**src/rtl/addsub_cmd_seq_4bit.sv**
```systemverilog
// addsub_cmd_seq_4bit
// Sequential command front-end for the external combinational 4-bit
// adder/subtractor. Commands {op, use_acc, a, b} are buffered in a small FIFO.
// They are issued one at a time through registered ext_a/ext_b/ext_cin. The
// unit's result/cout is captured one cycle later, and results are returned
// with status flags over a valid/ready handshake.
//
// Optional feature: define ADDSUB_SAT_EN for unsigned saturation of the
// captured result. An add with carry gives 4'hF. A subtract with borrow
// gives 4'h0.
`timescale 1ns/1ps

module addsub_cmd_seq_4bit #(
  parameter int FIFO_DEPTH = 4,
  parameter int PTR_W      = 2
) (
  input  logic       clk,
  input  logic       rst_n,
  // command input
  input  logic       in_valid,
  output logic       in_ready,
  input  logic [3:0] in_a,
  input  logic [3:0] in_b,
  input  logic       in_op,
  input  logic       in_use_acc,
  // adder/subtractor operand drive
  output logic [3:0] ext_a,
  output logic [3:0] ext_b,
  output logic       ext_cin,
  // adder/subtractor outputs
  input  logic [3:0] ext_result,
  input  logic       ext_cout,
  // result output
  output logic       out_valid,
  input  logic       out_ready,
  output logic [3:0] out_result,
  output logic       out_carry,
  output logic       out_zero,
  output logic       out_ovf,
  // status
  output logic [3:0] acc_out,
  output logic       busy
);

  localparam logic [1:0] ST_IDLE = 2'd0;
  localparam logic [1:0] ST_EXEC = 2'd1;
  localparam logic [1:0] ST_DONE = 2'd2;

  localparam int ENTRY_W = 10;
  localparam logic [PTR_W:0] DEPTH_C = (PTR_W + 1)'(FIFO_DEPTH);

  // ---------------------------------------------------------------------------
  // Command FIFO
  // ---------------------------------------------------------------------------
  logic [ENTRY_W-1:0] mem_q [FIFO_DEPTH];
  logic [PTR_W-1:0]   wr_ptr_q, wr_ptr_d;
  logic [PTR_W-1:0]   rd_ptr_q, rd_ptr_d;
  logic [PTR_W:0]     count_q, count_d;
  logic               fifo_full;
  logic               fifo_empty;
  logic               push;
  logic               pop;
  logic [ENTRY_W-1:0] rd_entry;
  logic               rd_op;
  logic               rd_use_acc;
  logic [3:0]         rd_a;
  logic [3:0]         rd_b;

  // ---------------------------------------------------------------------------
  // FSM, issue registers and result registers
  // ---------------------------------------------------------------------------
  logic [1:0] state_q, state_d;
  logic [3:0] ext_a_q, ext_a_d;
  logic [3:0] ext_b_q, ext_b_d;
  logic       ext_cin_q, ext_cin_d;
  logic       op_q, op_d;
  logic       use_acc_q, use_acc_d;
  logic [3:0] acc_q, acc_d;
  logic       out_valid_q, out_valid_d;
  logic [3:0] out_result_q, out_result_d;
  logic       out_carry_q, out_carry_d;
  logic       out_zero_q, out_zero_d;
  logic       out_ovf_q, out_ovf_d;

  // Capture-stage values derived from the unit's settled outputs
  logic [3:0] beff;
  logic       cap_carry;
  logic       cap_ovf;
  logic [3:0] cap_result;

  assign fifo_full  = (count_q == DEPTH_C);
  assign fifo_empty = (count_q == '0);
  assign in_ready   = !fifo_full;
  assign push       = in_valid && !fifo_full;
  assign pop        = (state_q == ST_IDLE) && !fifo_empty;

  assign rd_entry   = mem_q[rd_ptr_q];
  assign rd_op      = rd_entry[9];
  assign rd_use_acc = rd_entry[8];
  assign rd_a       = rd_entry[7:4];
  assign rd_b       = rd_entry[3:0];

  // Command storage: written on push, read at the current read pointer
  // NOTE: the storage array has no reset. Only entries between rd_ptr and
  // wr_ptr are ever read, and count is reset, so stale data is never used.
  always_ff @(posedge clk) begin
    if (push) begin
      mem_q[wr_ptr_q] <= {in_op, in_use_acc, in_a, in_b};
    end
  end

  // Next pointers and occupancy. A power-of-two depth lets the pointers wrap naturally.
  always_comb begin
    wr_ptr_d = wr_ptr_q;
    rd_ptr_d = rd_ptr_q;
    count_d  = count_q;
    if (push) begin
      wr_ptr_d = wr_ptr_q + PTR_W'(1);
    end
    if (pop) begin
      rd_ptr_d = rd_ptr_q + PTR_W'(1);
    end
    case ({push, pop})
      2'b10:   count_d = count_q + (PTR_W + 1)'(1);
      2'b01:   count_d = count_q - (PTR_W + 1)'(1);
      default: count_d = count_q;
    endcase
  end

  // Result, carry/borrow and signed-overflow flags from the unit's outputs
  always_comb begin
    beff      = ext_b_q ^ {4{op_q}};
    cap_carry = op_q ? ~ext_cout : ext_cout;
    cap_ovf   = (ext_a_q[3] == beff[3]) && (ext_result[3] != ext_a_q[3]);
`ifdef ADDSUB_SAT_EN
    // Saturate on unsigned overflow (add) or underflow (sub); flags stay raw.
    if (!op_q && ext_cout) begin
      cap_result = 4'hF;
    end else if (op_q && !ext_cout) begin
      cap_result = 4'h0;
    end else begin
      cap_result = ext_result;
    end
`else
    cap_result = ext_result;
`endif
  end

  // Sequencer: IDLE pops and issues, EXEC captures, DONE waits for the consumer
  // NOTE: every variable gets a default (hold) value first, so no path through
  // the case leaves one unassigned and no latch is inferred.
  always_comb begin
    state_d      = state_q;
    ext_a_d      = ext_a_q;
    ext_b_d      = ext_b_q;
    ext_cin_d    = ext_cin_q;
    op_d         = op_q;
    use_acc_d    = use_acc_q;
    acc_d        = acc_q;
    out_valid_d  = out_valid_q;
    out_result_d = out_result_q;
    out_carry_d  = out_carry_q;
    out_zero_d   = out_zero_q;
    out_ovf_d    = out_ovf_q;

    case (state_q)
      ST_IDLE: begin
        if (!fifo_empty) begin
          // Read the accumulator now, not at push time, so queued chains work.
          ext_a_d   = rd_use_acc ? acc_q : rd_a;
          ext_b_d   = rd_b;
          ext_cin_d = rd_op;
          op_d      = rd_op;
          use_acc_d = rd_use_acc;
          state_d   = ST_EXEC;
        end
      end

      ST_EXEC: begin
        out_result_d = cap_result;
        out_carry_d  = cap_carry;
        out_zero_d   = (cap_result == 4'h0);
        out_ovf_d    = cap_ovf;
        out_valid_d  = 1'b1;
        if (use_acc_q) begin
          acc_d = cap_result;
        end
        state_d = ST_DONE;
      end

      ST_DONE: begin
        if (out_ready) begin
          out_valid_d = 1'b0;
          state_d     = ST_IDLE;
        end
      end

      default: begin
        state_d = ST_IDLE;
      end
    endcase
  end

  // State registers with asynchronous active-low reset
  // NOTE: sequential state uses non-blocking assignments only. All flops
  // update together from the values they held before the edge.
  always_ff @(posedge clk or negedge rst_n) begin
    if (!rst_n) begin
      wr_ptr_q     <= '0;
      rd_ptr_q     <= '0;
      count_q      <= '0;
      state_q      <= ST_IDLE;
      ext_a_q      <= '0;
      ext_b_q      <= '0;
      ext_cin_q    <= 1'b0;
      op_q         <= 1'b0;
      use_acc_q    <= 1'b0;
      acc_q        <= '0;
      out_valid_q  <= 1'b0;
      out_result_q <= '0;
      out_carry_q  <= 1'b0;
      out_zero_q   <= 1'b0;
      out_ovf_q    <= 1'b0;
    end else begin
      wr_ptr_q     <= wr_ptr_d;
      rd_ptr_q     <= rd_ptr_d;
      count_q      <= count_d;
      state_q      <= state_d;
      ext_a_q      <= ext_a_d;
      ext_b_q      <= ext_b_d;
      ext_cin_q    <= ext_cin_d;
      op_q         <= op_d;
      use_acc_q    <= use_acc_d;
      acc_q        <= acc_d;
      out_valid_q  <= out_valid_d;
      out_result_q <= out_result_d;
      out_carry_q  <= out_carry_d;
      out_zero_q   <= out_zero_d;
      out_ovf_q    <= out_ovf_d;
    end
  end

  assign ext_a      = ext_a_q;
  assign ext_b      = ext_b_q;
  assign ext_cin    = ext_cin_q;
  assign out_valid  = out_valid_q;
  assign out_result = out_result_q;
  assign out_carry  = out_carry_q;
  assign out_zero   = out_zero_q;
  assign out_ovf    = out_ovf_q;
  assign acc_out    = acc_q;
  assign busy       = (state_q != ST_IDLE) || !fifo_empty;

endmodule

```
**config.mk**
```make
export PLATFORM = sky130hd
export DESIGN_NAME = addsub_cmd_seq_4bit
export DESIGN_NICKNAME = d
export VERILOG_FILES = /design/src/rtl/addsub_cmd_seq_4bit.sv
export SDC_FILE = /design/constraint.sdc
export NUM_CORES = 1
export LEC_CHECK = 0
export CAP_MARGIN = 20
export CORE_ASPECT_RATIO = 1.4
export CORE_MARGIN = 8
export CORE_UTILIZATION = 55
export CTS_CLUSTER_DIAMETER = 200
export DETAILED_ROUTE_END_ITERATION = 7
export PLACE_DENSITY = 0.81
export RECOVER_POWER = 25
export SYNTH_ARGS = -nofsm -noshare
export SYNTH_HDL_FRONTEND = slang
export SYNTH_SLANG_ARGS = --single-unit
```
**constraint.sdc**
```tcl
create_clock -name clk -period 5.7 [get_ports clk]
set_input_delay 1.14 -clock clk [delete_from_list [all_inputs] [get_ports clk]]
set_output_delay 1.14 -clock clk [all_outputs]
set_load 0.03 [all_outputs]
```
# ---- Word-level counts from Yosys, hierarchy flattened
# Memory sizes are Yosys's and may differ from the RTL's.
# Index checks and enable logic that the tools add are counted.
dict set report word_totals {
  n_memories 1
  register_bits 31
  ram_bits 40
}
dict set report op_classes {
  eq_ne 9
  addsub 4
  reduce_logical 16
  n_bitwise 3
  muxes 10
}
# memory words word_bits read_ports rd_clocked_by_memory_dff wr line_no
set memory_table {}
lappend memory_table {mem_q 4 10 1 0 1 55} ;# logic [ENTRY_W-1:0] mem_q [FIFO_DEPTH];
# op n
set op_table {}
lappend op_table {{2-bit AND reduction} 4}
lappend op_table {{2-bit case mux with 3 select lines} 1}
lappend op_table {{3-bit case mux with 2 select lines} 1}
lappend op_table {{2-bit nonzero test} 3}
lappend op_table {{2-bit by 1-bit adder with 2-bit output (second input constant)} 2}
lappend op_table {{2-bit by 1-bit equality test with 1-bit output (second input constant)} 2}
lappend op_table {{2-bit equality test (second input constant)} 2}
lappend op_table {{4-bit zero test} 1}
lappend op_table {{1-bit two-way mux} 4}
lappend op_table {{2-bit two-way mux} 2}
lappend op_table {{4-bit two-way mux} 1}
lappend op_table {{2-bit inequality test (second input constant)} 2}
lappend op_table {{4-bit bitwise XOR} 1}
lappend op_table {{3-bit by 1-bit adder with 3-bit output (second input constant)} 1}
lappend op_table {{3-bit equality test (second input constant)} 1}
lappend op_table {{1-bit logical AND} 3}
lappend op_table {{3-bit zero test} 1}
lappend op_table {{3-bit by 1-bit subtractor with 3-bit output (second input constant)} 1}
lappend op_table {{1-bit zero test} 2}
lappend op_table {{2-bit zero test} 1}
lappend op_table {{1-bit NOT} 2}
lappend op_table {{1-bit case mux with 2 select lines} 1}
lappend op_table {{1-bit equality test} 1}
lappend op_table {{1-bit logical OR} 1}
lappend op_table {{1-bit inequality test} 1}

# ---- Depth between registers and ports, before layout
# Gate-level depths: netlist of the first run.
dict set report logic_depth {
  ltp_word 5
  ltp_mapped 10
  depth_no_buf 9
}

# ---- Least setup slack after synthesis of the first run
# OpenSTA, ideal clock, no wires.
dict set report synth_path {
  path_type {input port to flip-flop}
  startpoint {in in_valid}
  endpoint {reg count_q[2]}
  path_stages 8
  slack_ns 3.344
  arrival_time_ns 2.276
  path_cell_list {and2_4 -> inv_1 -> ha_1 -> inv_1 -> fa_1 -> xor2_1 -> nor2_1 -> xor2_1}
}
dict set report synth_between {
  elab_chain_len 3
  elab_cells_between_ends 5
  classes_between {eq/ne: 2; mux: 1; reduce/logical: 2}
}
# element line_no
set synth_rtl {}
lappend synth_rtl {{start: declaration} 20} ;# input logic in_valid,
lappend synth_rtl {{1-bit logical AND *} 94} ;# assign push = in_valid && !fifo_full;
lappend synth_rtl {{2-bit by 1-bit equality test with 1-bit output / 2-bit equality test (equally long branches)} 123} ;# case ({push, pop})
lappend synth_rtl {{3-bit case mux with 2 select lines / 2-bit nonzero test (equally long branches)} --}
lappend synth_rtl {{end signal: assignment} 227} ;# count_q <= count_d;
lappend synth_rtl {{end: declaration} 58} ;# logic [PTR_W:0] count_q, count_d;
# Mark *: on every way between the ends. The rest lies on a longest branch, timed or not.
# A chain may end at the register's enable or synchronous reset.

# ---- Worst setup path in the final report of the first run
dict set report layout_path {
  startpoint {reg count_q[0]}
  endpoint {out busy}
}
dict set report layout_between {
  elab_chain_len 3
}
# element line_no
set layout_rtl {}
lappend layout_rtl {{3-bit zero test} 92} ;# assign fifo_empty = (count_q == '0);
lappend layout_rtl {{1-bit zero test} 252} ;# assign busy = (state_q != ST_IDLE) || !fifo_empty;
lappend layout_rtl {{1-bit logical OR} 252}
lappend layout_rtl {{end: declaration} 42} ;# output logic busy
# No other way between the ends.

==> metrics.txt, run 1 <==
status finished, final reports clean; mapped cell area 2890 µm²; pre-CTS setup slack 2.73 ns; final antenna-violating net count 0; Remaining DRCs 0; H-tree depth 3; TritonCTS buffer count 9; number of port buffers 41; initial antenna violation count 0; synth warn 0; Post-Syn Nets 191; io pins 42; # diodes 0; Core ar. 5120 µm²; die height 102 µm; sequential fraction of the synthesis area 68.3%; clock slew at reported path FFs 0.06 ns; r2r worst-path depth 9; first-pass GRT wire length 8770 µm; NumNets Final 240; RSZ-0062 raised after global routing no; Routed WL per cell 18.0 µm; # clock sinks 71; critical hold path startpoint out_carry; worst skew pair latency 0.34 ns; Total GRT Usage 14.7%; Post-Synth Adder-Cell Area 2.85%; Cell variety after synth 29; max-slew violation count 0; commonest non-fill, non-tap cell in the layout edfxtp_1; power density of the placed cells 587 nW/µm²; Area Growth Syn to Fin 21.5%; CTS tree yes; Period Utilization, post-route 56.0%; worst setup slack after layout 2.51 ns; setup_tns 0 ns; flops & latches, synth 71; Syn Inst Count 166; VDD IR max 0.000273 V; FMAX 313 MHz; largest cells by area after synthesis edfxtp_1 (42%), dfrtp_1 (27%), mux4_2 (7.8%); clock buffer depth 2; DRT Pass-1 Iters 4; CP Buf/Inv Count 1; die area 7870 µm²; Mean Syn Cell Area 17.4 µm²; CP endpoint kind output port; Hold Path Cell Cnt 2; Vias 1,562; Worst EP required 4.56 ns; vias per inst 5.46; Initial Utilization 56.5%; share of cells above drive strength 1 18.2%; worst slew pin tran 0.695 ns; final WL 5150 µm; # rows 31; max_slew headroom 53.7%; GRT overflow 0; GP Congestion 0.778; R2R Path Start count_q[0]; multiplexer area fraction after synthesis 16.6%; Critical path origin count_q[0]; XOR/XNOR Fraction of Synth Area 2.42%; post-synth top area cell edfxtp_1; Critical Path Max Stage Delay 0.63 ns; Post-CTS Resized 0; critical path depth in cells 3; Setup Viol. Count Final 0; Crit path max-delay family simple AND/OR/NAND/NOR gates; die span in x 77.3 µm; Synth Area in Compound Gates 2.42%; Hold Path Class register to register; Crit Path Max Fanout 7; Period minus WS final 3.19 ns; vias in the first global route 1,780; CP Launch Type register; DR iter-0 viols 75; main combinational cell family by area after synthesis multiplexers; Setup CP Type register to output port; post-CTS setup buffers 0; most frequent cells in the layout edfxtp_1 (40), dfrtp_1 (31), clkdlybuf4s50_1 (31); largest net degree at the start of global routing 32; Synth top area share 41.5%; Hold Fails Final Rpt 0; simple-gate share of the synthesized area 4.89%; CP max-delay cell clkdlybuf4s50_1; Worst EP arrival 2.05 ns; Worst Skew 0.00855 ns; worst-path cell chain nor3_1, nand2_1, clkdlybuf4s50_1; Root Buffer clkbuf_8; max_cap viols 0; Post-CTS Hold Buffers 0; Leakage 1.37 nW; hpwl dp 3700 µm
==> cells in the mapped netlist (all sizes together) <==
master	count
nor2b	2
nand2b	3
xnor2	5
or3b	1
o21ai	12
nor3	1
and3	4
nor3b	1
inv	9
mux2	15
nand2	5
or4	1
nor2	2
xor2	3
fa	1
and2	1
ha	5
dfrtp	31
mux2i	6
mux4	10
a21oi	2
edfxtp	40
or2	1
buf	4
nand3b	1
==> worst reg2reg max path, cell delays in order, from the launching register on <==
cell      delay (ns)
dfrtp_1         0.42
nor3_1          0.55
nand2b_1        0.40
inv_6           0.11
ha_1            0.23
inv_1           0.07
fa_1            0.17
xor2_1          0.15
nor2_1          0.07
xor2_1          0.15
==> sequential cells by signal, summed over array words and instances, names as in the netlist, 2 cells and up <==
| name | count |
|---|---|
| out_result | 4 |
| acc_out | 4 |
| state_q | 2 |
| ext_b | 4 |
| rd_ptr_q | 2 |
| count_q | 3 |
| ext_a | 4 |
| mem_q | 40 |
| wr_ptr_q | 2 |
==> final cells by class <==
| class | instances | area [µm²] |
|---|---|---|
| timing repair buffer | 42 | 418 |
| sequential | 71 | 1980 |
| inverter | 9 | 38.8 |
| clock buffer | 15 | 156 |
| clock inverter | 1 | 3.75 |
| multi-input combinational | 82 | 840 |
| fill | 362 | 1600 |
| tap | 66 | 82.6 |
==> where the power goes <==
group	internal, mW	total (mW)	switching (mW)
Combinational	0.434	0.872	0.437
Sequential	0.724	0.859	0.135
Clock	0.169	0.332	0.162
==> final timing paths <==
| path | end | slack (ns) |
|---|---|---|
| max | busy | 2.51 |
| min | out_carry | 0.49 |
| max reg2reg | count_q[2] | 3.27 |
| min reg2reg | out_carry | 0.49 |
| max in group asynchronous | ext_b[2] | 4.22 |
| min in group asynchronous | state_q[1] | 1.19 |
==> per-layer routing <==
metal,global-route usage (%),routed length (µm)
met5,0,0
met1,14.5,1920
met4,8.16,133
met3,6.43,402
met2,25.4,2690
==> logic make-up after synthesis <==
family	Yosys count
flip-flops	71
multiplexers	31
AO/OA/AOI/OAI	14
buffers and inverters	13
AND/OR/NAND/NOR	23
XOR/XNOR	8
adder cells (fa/ha/maj)	6
==> metrics by stage <==
stage               instances  area [µm²]  utilization (%)  total power, mW  hold WS, ns
floorplan                 166        2890                -             1.47        0.475
global placement          270        3360             65.6             1.71        0.469
detailed placement        270        3360             65.6             1.76        0.480
CTS                       286        3520             68.8             2.09        0.495
global route              286        3520             68.7             2.19        0.533
finish                    286        3520             68.7             2.06        0.494
No activity file was read; power rests on OpenSTA's default activity.
==> run 2, diff against run 1 <==
--- a/config.mk
+++ b/config.mk
@@ -8,10 +8,10 @@
 export CAP_MARGIN = 20
 export CORE_ASPECT_RATIO = 1.4
 export CORE_MARGIN = 8
-export CORE_UTILIZATION = 55
+export CORE_UTILIZATION = 48
 export CTS_CLUSTER_DIAMETER = 200
 export DETAILED_ROUTE_END_ITERATION = 7
-export PLACE_DENSITY = 0.81
+export PLACE_DENSITY = 0.75
 export RECOVER_POWER = 25
 export SYNTH_ARGS = -nofsm -noshare
 export SYNTH_HDL_FRONTEND = slang
==> constraint.sdc (replaced) <==
create_clock -name clk -period 2.6 [get_ports clk]
set_input_delay 0.52 -clock clk [delete_from_list [all_inputs] [get_ports clk]]
set_output_delay 0.52 -clock clk [all_outputs]
set_load 0.03 [all_outputs]
==> run 2 against run 1 <==
Compared with the run above: the flow now finishes with violations (capacitance limit, slew limit); clock-buffer cell count fell by 5; critical path depth did not move; first-iteration DRC count fell by 9.3%; die area rose by 12%; wire length fell by 3.1%; via count fell by 3.0%; clock skew fell by 0.0016 ns; combinational power rose by 120%; flip-flop and latch count did not move; core utilization fell by 8.6 points; highest routed layer unchanged.
==> metrics.txt, run 2 (synthesis gave the netlist of run 1 again) <==
status finished, violations left; failing checks capacitance limit, slew limit; DR iter-0 viols 68; CP max-delay cell clkdlybuf4s50_1; worst-path cell chain nor3_2, nand2_1, clkdlybuf4s50_1; Area Growth Syn to Fin 21.8%; GRT met1 Usage 14.4%; number of port buffers 41; Post-CTS Resized 0; CP Launch Type register; max FFs per register 40; post-CTS setup buffers 0; first-pass GRT wire length 8130 µm; Period Utilization, post-route 91.4%; Initial Utilization 49.3%; Placed Cells 275; clock slew at reported path FFs 0.07 ns; GRT overflow 0; Leakage 1.36 nW; # rows 33; Post-Layout Inst Area 3520 µm²; Final Util 60.1%; # clock sinks 71; Core ar. 5860 µm²; setup_tns 0 ns; Worst Skew 0.00696 ns; Setup Viol. Count Final 0; max-slew violation count 32; largest net degree at the start of global routing 32; total power draw 4.49 mW; die span in x 81.6 µm; VDD IR max 0.000529 V; max_slew headroom -7.01%; GP Congestion 0.780; Period minus WS final 2.38 ns; Hold Path Class register to register; CP Buf/Inv Count 1; Setup CP Type register to output port; RSZ-0062 raised after global routing no; CTS tree yes; vias in the first global route 1,637; # diodes 0; final WL 4980 µm; FMAX 421 MHz; commonest non-fill, non-tap cell in the layout edfxtp_1; Worst EP required 2.08 ns; Largest Register mem_q; vias per inst 5.21; Post-CTS Hold Buffers 0; met2 usage 20.0%; Routed WL per cell 17.1 µm; worst skew pair latency 0.34 ns; initial antenna violation count 0; share of cells above drive strength 1 19.0%; Total GRT Usage 12.6%; Remaining DRCs 0; Root Buffer clkbuf_8; io pins 42; Hold Fails Final Rpt 0; die height 108 µm; hpwl dp 3630 µm; clock buffer depth 2; Vias 1,515; Final Non-Filler Cells 291; Crit path max-delay family buffers and inverters; H-tree depth 3; NumNets Final 241; max_cap viols 1; Critical Path Max Stage Delay 0.61 ns; final antenna-violating net count 0; met3 Use GR 4.68%; Placement Cell Area 3370 µm²; die area 8800 µm²; worst slew pin tran 1.61 ns; power density of the placed cells 1270 nW/µm²; TritonCTS buffer count 9; Worst EP arrival 1.86 ns; most frequent cells in the layout edfxtp_1 (40), dfrtp_1 (31), clkdlybuf4s50_1 (31); DRT Pass-1 Iters 4; Crit Path Max Fanout 7; CP endpoint kind output port; most used routing layer met2
[run 2: per-layer routing]
layer / routed length, µm / vias up
met1: 2120 / 745
met5: 0 / -
met4: 104 / 0
met3: 408 / 9
met2: 2350 / 50
li1: - / 711
[run 2: power by group]
group	internal (mW)	switching, mW
registers	1.59	0.269
clock network	0.331	0.379
logic	0.962	0.962
[run 2: cell type report]
class	instances	area [µm²]
Clock buffer	10	128
Clock inverter	6	27.5
Fill cell	495	2340
Inverter	9	38.8
Multi-Input combinational cell	82	845
Sequential cell	71	1980
Tap cell	70	87.6
Timing Repair Buffer	43	422
[run 2: worst reg2reg max path, cell delays in order, from the launching register on]
cell	delay [ns]
dfrtp_1	0.43
nor3_2	0.37
nand2b_1	0.37
inv_6	0.10
ha_1	0.22
inv_1	0.07
fa_1	0.17
xor2_1	0.15
nor2_1	0.06
xor2_1	0.14
[run 2: per-stage QoR]
| step | worst slack [ns] | hold WS, ns |
|---|---|---|
| floorplan | 0.463 | 0.224 |
| global placement | 0.353 | 0.467 |
| detailed placement | 0.287 | 0.472 |
| CTS | 0.201 | 0.488 |
| global route | 0.115 | 0.533 |
| finish | 0.224 | 0.479 |
[run 2: path summary, 6_finish.rpt]
| check | from | to | slack, ns | depth (start not counted) |
|---|---|---|---|---|
| max in group asynchronous | rst_n | ext_b[1] | 0.55 | 2 |
| min in group asynchronous | rst_n | out_result[3] | 1.12 | 2 |
| worst max-delay path | count_q[0] | busy | 0.22 | 3 |
| worst min-delay path | out_carry | out_carry | 0.48 | 2 |
| worst min register to register | out_carry | out_carry | 0.48 | 2 |
| worst max register to register | count_q[0] | count_q[2] | 0.39 | 9 |
==> run 3, diff against run 2 <==
--- a/config.mk
+++ b/config.mk
@@ -6,7 +6,7 @@
 export NUM_CORES = 1
 export LEC_CHECK = 0
 export CAP_MARGIN = 20
-export CORE_ASPECT_RATIO = 1.4
+export CORE_ASPECT_RATIO = 0.7
 export CORE_MARGIN = 8
 export CORE_UTILIZATION = 48
 export CTS_CLUSTER_DIAMETER = 200
==> run 3 against run 2 <==
Compared with the run above: largest cell class unchanged; core utilization rose by 2.6 points; flip-flop and latch count unchanged; largest power group unchanged; the flow still finishes with violations (capacitance limit, slew limit); highest routed layer unchanged; clock-buffer cell count shrank 1.
==> metrics.txt, run 3 (synthesis gave the netlist of run 1 again) <==
status finished, violations left; failing checks capacitance limit, slew limit; Net Sw Frac 34.0%; Clk pwr share 21.2%; Root Buffer clkbuf_8; hpwl dp 3570 µm; # diodes 0; CTS tree yes; CP endpoint kind output port; CP Launch Type register; Period Utilization, post-route 89.5%; Logic pwr share 40.2%; Setup CP Type register to output port; commonest non-fill, non-tap cell in the layout edfxtp_1; GRT overflow 0; first-pass GRT wire length 8250 µm; DRT Pass-1 Iters 4; clock slew at reported path FFs 0.07 ns; worst setup slack after layout 0.273 ns; vias per inst 5.14; Hold Path Cell Cnt 2; Post-CTS Resized 0; initial antenna violation count 0; setup_tns 0 ns; power density of the placed cells 1330 nW/µm²; Remaining DRCs 0; Total GRT Usage 12.7%; met3 wire length 390 µm; Post-CTS Hold Buffers 0; die area 8810 µm²; NumNets Final 243; TritonCTS buffer count 9; GP Congestion 0.667; RSZ-0062 raised after global routing no; Crit Path Max Fanout 6; Routed WL per cell 16.9 µm; Worst EP arrival 1.81 ns; most frequent cells in the layout edfxtp_1 (40), dfrtp_1 (31), clkdlybuf4s50_1 (31); Hold Fails Final Rpt 0; Worst EP required 2.08 ns; hold_ws 0.480 ns; WL met2 2270 µm; post-CTS setup buffers 0; vias in the first global route 1,576; Hold Path Class register to register; Period minus WS final 2.33 ns; die span in x 109 µm; worst skew pair latency 0.35 ns; max_cap viols 1; io pins 42; largest net degree at the start of global routing 32; area of the multi-input gates 845 µm²; max_slew headroom -10.8%; Seq pwr share 38.6%; Initial Utilization 50.0%; Vias 1,531; FMAX 430 MHz; Net Switching 1.64 mW; final WL 5030 µm; Worst Skew 0.00948 ns; pre-CTS setup slack 0.297 ns; share of cells above drive strength 1 21.1%; FF/Latch Area 1980 µm²; worst slew pin tran 1.66 ns; Leakage 1.42 nW; H-tree depth 3; number of port buffers 41; DR iter-0 viols 46; Max Used Layer met4; r2r worst-path depth 9; Setup Viol. Count Final 0; final antenna-violating net count 0; Area Growth Syn to Fin 25.3%; die height 81.0 µm; max-slew violation count 32; # clock sinks 71; max FFs per register 40; wl on met1 2330 µm; internal power 3.20 mW; Core ar. 5780 µm²; Largest Register mem_q; # rows 23; fillers 434; VDD IR max 0.000763 V; clock buffer depth 2
run 3: cell types whose count changed in the layout (fill, tap and decap cells not counted), sizes merged:
cell      delta
buf          +2
bufinv       +3
clkbuf       -1
clkinv       -1
clkinvlp     -1
run 3: worst paths after layout:
path	to	startpoint	slack, ns
hold reg to reg	out_ovf	out_ovf	0.48
setup reg to reg	count_q[2]	count_q[0]	0.43
setup / recovery	in_ready	count_q[0]	0.27
min in group asynchronous	out_result[2]	rst_n	1.06
hold / removal	out_ovf	out_ovf	0.48
max in group asynchronous	wr_ptr_q[0]	rst_n	0.57
run 3: power groups by stage:
| stage | Sequential, mW | Clock (mW) | Combinational, mW |
|---|---|---|---|
| 2_1_floorplan | 2.10 | 0 | 1.12 |
| 3_3_place_gp | 1.88 | 0 | 1.93 |
| 3_5_place_dp | 1.90 | 0 | 1.96 |
| 4_1_cts | 1.88 | 1.05 | 1.97 |
| 5_1_grt | 1.92 | 1.09 | 2.10 |
| 6_report | 1.87 | 1.02 | 1.94 |
run 3: area by class of cell:
class                   instances  share of cell area [%]
flip-flops and latches         71                    54.5
multi-input cells              82                    23.3
repair buffers                 45                    12.0
clock buffers                   9                    3.42
clock inverters                 7                    3.07
well taps                      75                    2.59
inverters                       9                    1.07
run 3: per-layer routing:
layer	vias to the layer above	global-route usage, %
li1	719	-
met5	-	0
met1	754	15.4
met3	7	6.40
met2	51	18.8
met4	0	5.31
run 3: critical path, cell delays in order, from the launching register on:
cell and delay (ns):
dfrtp_1 0.42, or3b_4 0.42, clkdlybuf4s50_1 0.61
run 3: through the flow:
stage | utilization (%) | total power [mW] | area [µm²] | std cells
3_5_place_dp | 58.7 | 3.86 | 3390 | 282
6_report | 62.7 | 4.84 | 3630 | 298
5_1_grt | 62.7 | 5.11 | 3630 | 298
4_1_cts | 62.8 | 4.90 | 3630 | 298
2_1_floorplan | - | 3.22 | 2890 | 166
3_3_place_gp | 58.7 | 3.81 | 3390 | 282
==> RTL change (settings of run 2) <==
Build with the macro `ADDSUB_SAT_EN` defined.
--- a/src/rtl/addsub_cmd_seq_4bit.sv
+++ b/src/rtl/addsub_cmd_seq_4bit.sv
@@ -9,6 +9,8 @@
 // captured result. An add with carry gives 4'hF. A subtract with borrow
 // gives 4'h0.
 `timescale 1ns/1ps
+
+`define ADDSUB_SAT_EN
 
 module addsub_cmd_seq_4bit #(
   parameter int FIFO_DEPTH = 4,
Formal check against the unedited RTL: not equivalent (a bounded check fails within 4 cycles, from zero or initial values and one cycle with rst_n low).
==> RTL change against run 2 <==
- the flow still finishes with violations (capacitance limit, slew limit)
- routed wire length increased by 5.6%
- worst setup slack got worse by 0.014 ns
- cell area is 1.8% higher
- fmax fell by 0.58%
- final cell count up 6.2%
- total power rose by 3.5%
- area after synthesis grew 0.99%
- sequential cell count is the same
==> RTL change: results (changes against run 2) <==
The flow ran to the end, but the final reports show violations. The final reports fail on capacitance limit, slew limit. The vias per cell came out at 5.24 (+0.58%). The maximum number of pins on one net before global-route repair came out at 32 (unchanged). In the post-synthesis netlist, the biggest area contributors are edfxtp_1, dfrtp_1, mux4_2. The number of DRC markers after the initial detailed-route iteration was 75 (+10%). The initial antenna violation count is 0 (unchanged). The count of flip-flops with a built-in enable after synthesis was 40 (unchanged). The number of cells produced by synthesis came out at 183 (+10%).

The number of cell instances on the worst register-to-register path is 9 (unchanged). The final number of max-transition violations came out at 32 (unchanged). The pin slew with the least headroom to its limit came out at 1.67 ns (+0.0624 ns).

The largest vdd supply drop is 486 uV (-8.2%). The instance area after placement came to 0.00341 mm2 (+1.2%). The number of buffers inserted to repair setup after CTS is 0 (unchanged). The min-delay analysis places its worst path in the category flop to flop. The number of nets at the end of the flow is 261 (+8.3%). The leakage power figure came out at 1.42 nW (+4.4%). The clock period minus worst slack came to 2.39 ns (+0.0140 ns).

The number of inserted filler cells in the final layout came to 485 (-2.0%). The Yosys warning count is 0 (unchanged). The via count of the first global-routing pass came out at 1718 (+4.9%).

The detailed-route wire length per cell is 17.0 um (-0.55%). The launch instance of the worst register-to-register path is count_q[0]. The clock latency of the later-clocked register in the worst-skew pair is 0.35 ns.

The setup slack at placement came out at 0.250 ns (-0.0363 ns). The launching instance or port of the critical path is count_q[0]. The fraction of layout cells with a size suffix above 1 is 0.167 (-0.0227).

The cell count of the worst hold path is 2 (unchanged). Ranked by flip-flop count, first place goes to mem_q. The fraction of synthesis flops using an asynchronous set or reset pin is 0.437 (unchanged). The global placer's final weighted congestion came out at 0.770 (-1.3%). The synthesized net count is 210 (+9.9%). The number of placed cells counting well taps is 293 (+6.5%). After synthesis, the most frequently instantiated cells are edfxtp_1, dfrtp_1, o21ai_0, inv_1, nand2_1. The number of diodes is 0 (unchanged).

The proportion of synthesized chip area in sequential cells came out at 0.677 (-0.00673). The number of maximum-capacitance constraint violations came out at 1 (unchanged). The CTS clock-pin slew for the worst setup and hold paths came out at 0.07 ns (about the same).

The post-detailed-routing wire length is 5260 um (+5.6%). The global-route wire length before repair came out at 8510 um (+4.7%). The HPWL after detailed placement is 3750 um (+3.5%). The setup skew after layout was 0.00834 ns (+0.00138 ns). The clock buffer count from CTS is 9 (unchanged). The total iterations of the first detailed-routing run is 4 (unchanged). The total of cells resized after clock tree synthesis is 0 (unchanged). The global-route usage over all layers came out at 0.131 (+0.00504). The post-route DRC violation count came out at 0 (unchanged). In this run the most critical hold path is launched from out_zero.

The number of library cell types mapped by synthesis came out at 31 (+6.9%). The maximum net fanout on the critical path came to 7 (unchanged). The tree is rooted in a clkbuf_8.
[RTL change: cell count changes after synthesis, moves of 2 or more]
cell     before  now
a21oi_1       2    5
and3_1        4    0
and3_2        0    4
ha_1          5    7
inv_1         8   12
mux2_2        8    0
nand2_1       5   12
nor2_1        2    4
o21ai_0      11   16
o21ai_1       1    4
[RTL change: layer usage]
layer	global-route usage	vias to the layer above	wire length [um]
met5	0	-	0
met4	0.0680	0	132
met3	0.0490	13	365
met2	0.216	44	2680
met1	0.141	792	2090
li1	-	769	-
[RTL change: power breakdown]
group          switching, mW  internal [mW]  total, mW
Clock                  0.393          0.430      0.823
Sequential             0.279           1.59       1.87
Combinational           1.01          0.950       1.96
[RTL change: path summary, 6_finish.rpt]
path,endpoint,slack [ns]
setup / recovery,busy,0.21
setup reg to reg,count_q[2],0.39
min in group asynchronous,out_zero,1.13
max in group asynchronous,wr_ptr_q[1],0.50
hold / removal,out_zero,0.48
hold reg to reg,out_zero,0.48
[RTL change: worst max-delay path: stages (launching register included)]
cell and delay, ns:
dfrtp_1 0.43, nor3_2 0.37, nand2_1 0.11, clkdlybuf4s50_1 0.62
[RTL change: kinds of logic (layout without fill, tap and decap cells)]
group           count (synthesis)  count (layout)  share of synthesized area
buf+inv                        16              72                     0.0244
compound gates                 26              26                     0.0454
mux                            23              23                      0.134
xor+xnor                        7               7                     0.0210
flops                          71              71                      0.677
simple gates                   32              32                     0.0621
fa+ha+maj                       8               8                     0.0368
[RTL change: final cells by class]
type	count	area, um2	area share
Clock inverter	6	51.3	0.0143
Clock buffer	10	128	0.0356
Sequential cell	71	1980	0.551
Tap cell	70	87.6	0.0244
Timing Repair Buffer	43	422	0.117
Inverter	13	51.3	0.0143
Multi-Input combinational cell	96	873	0.243
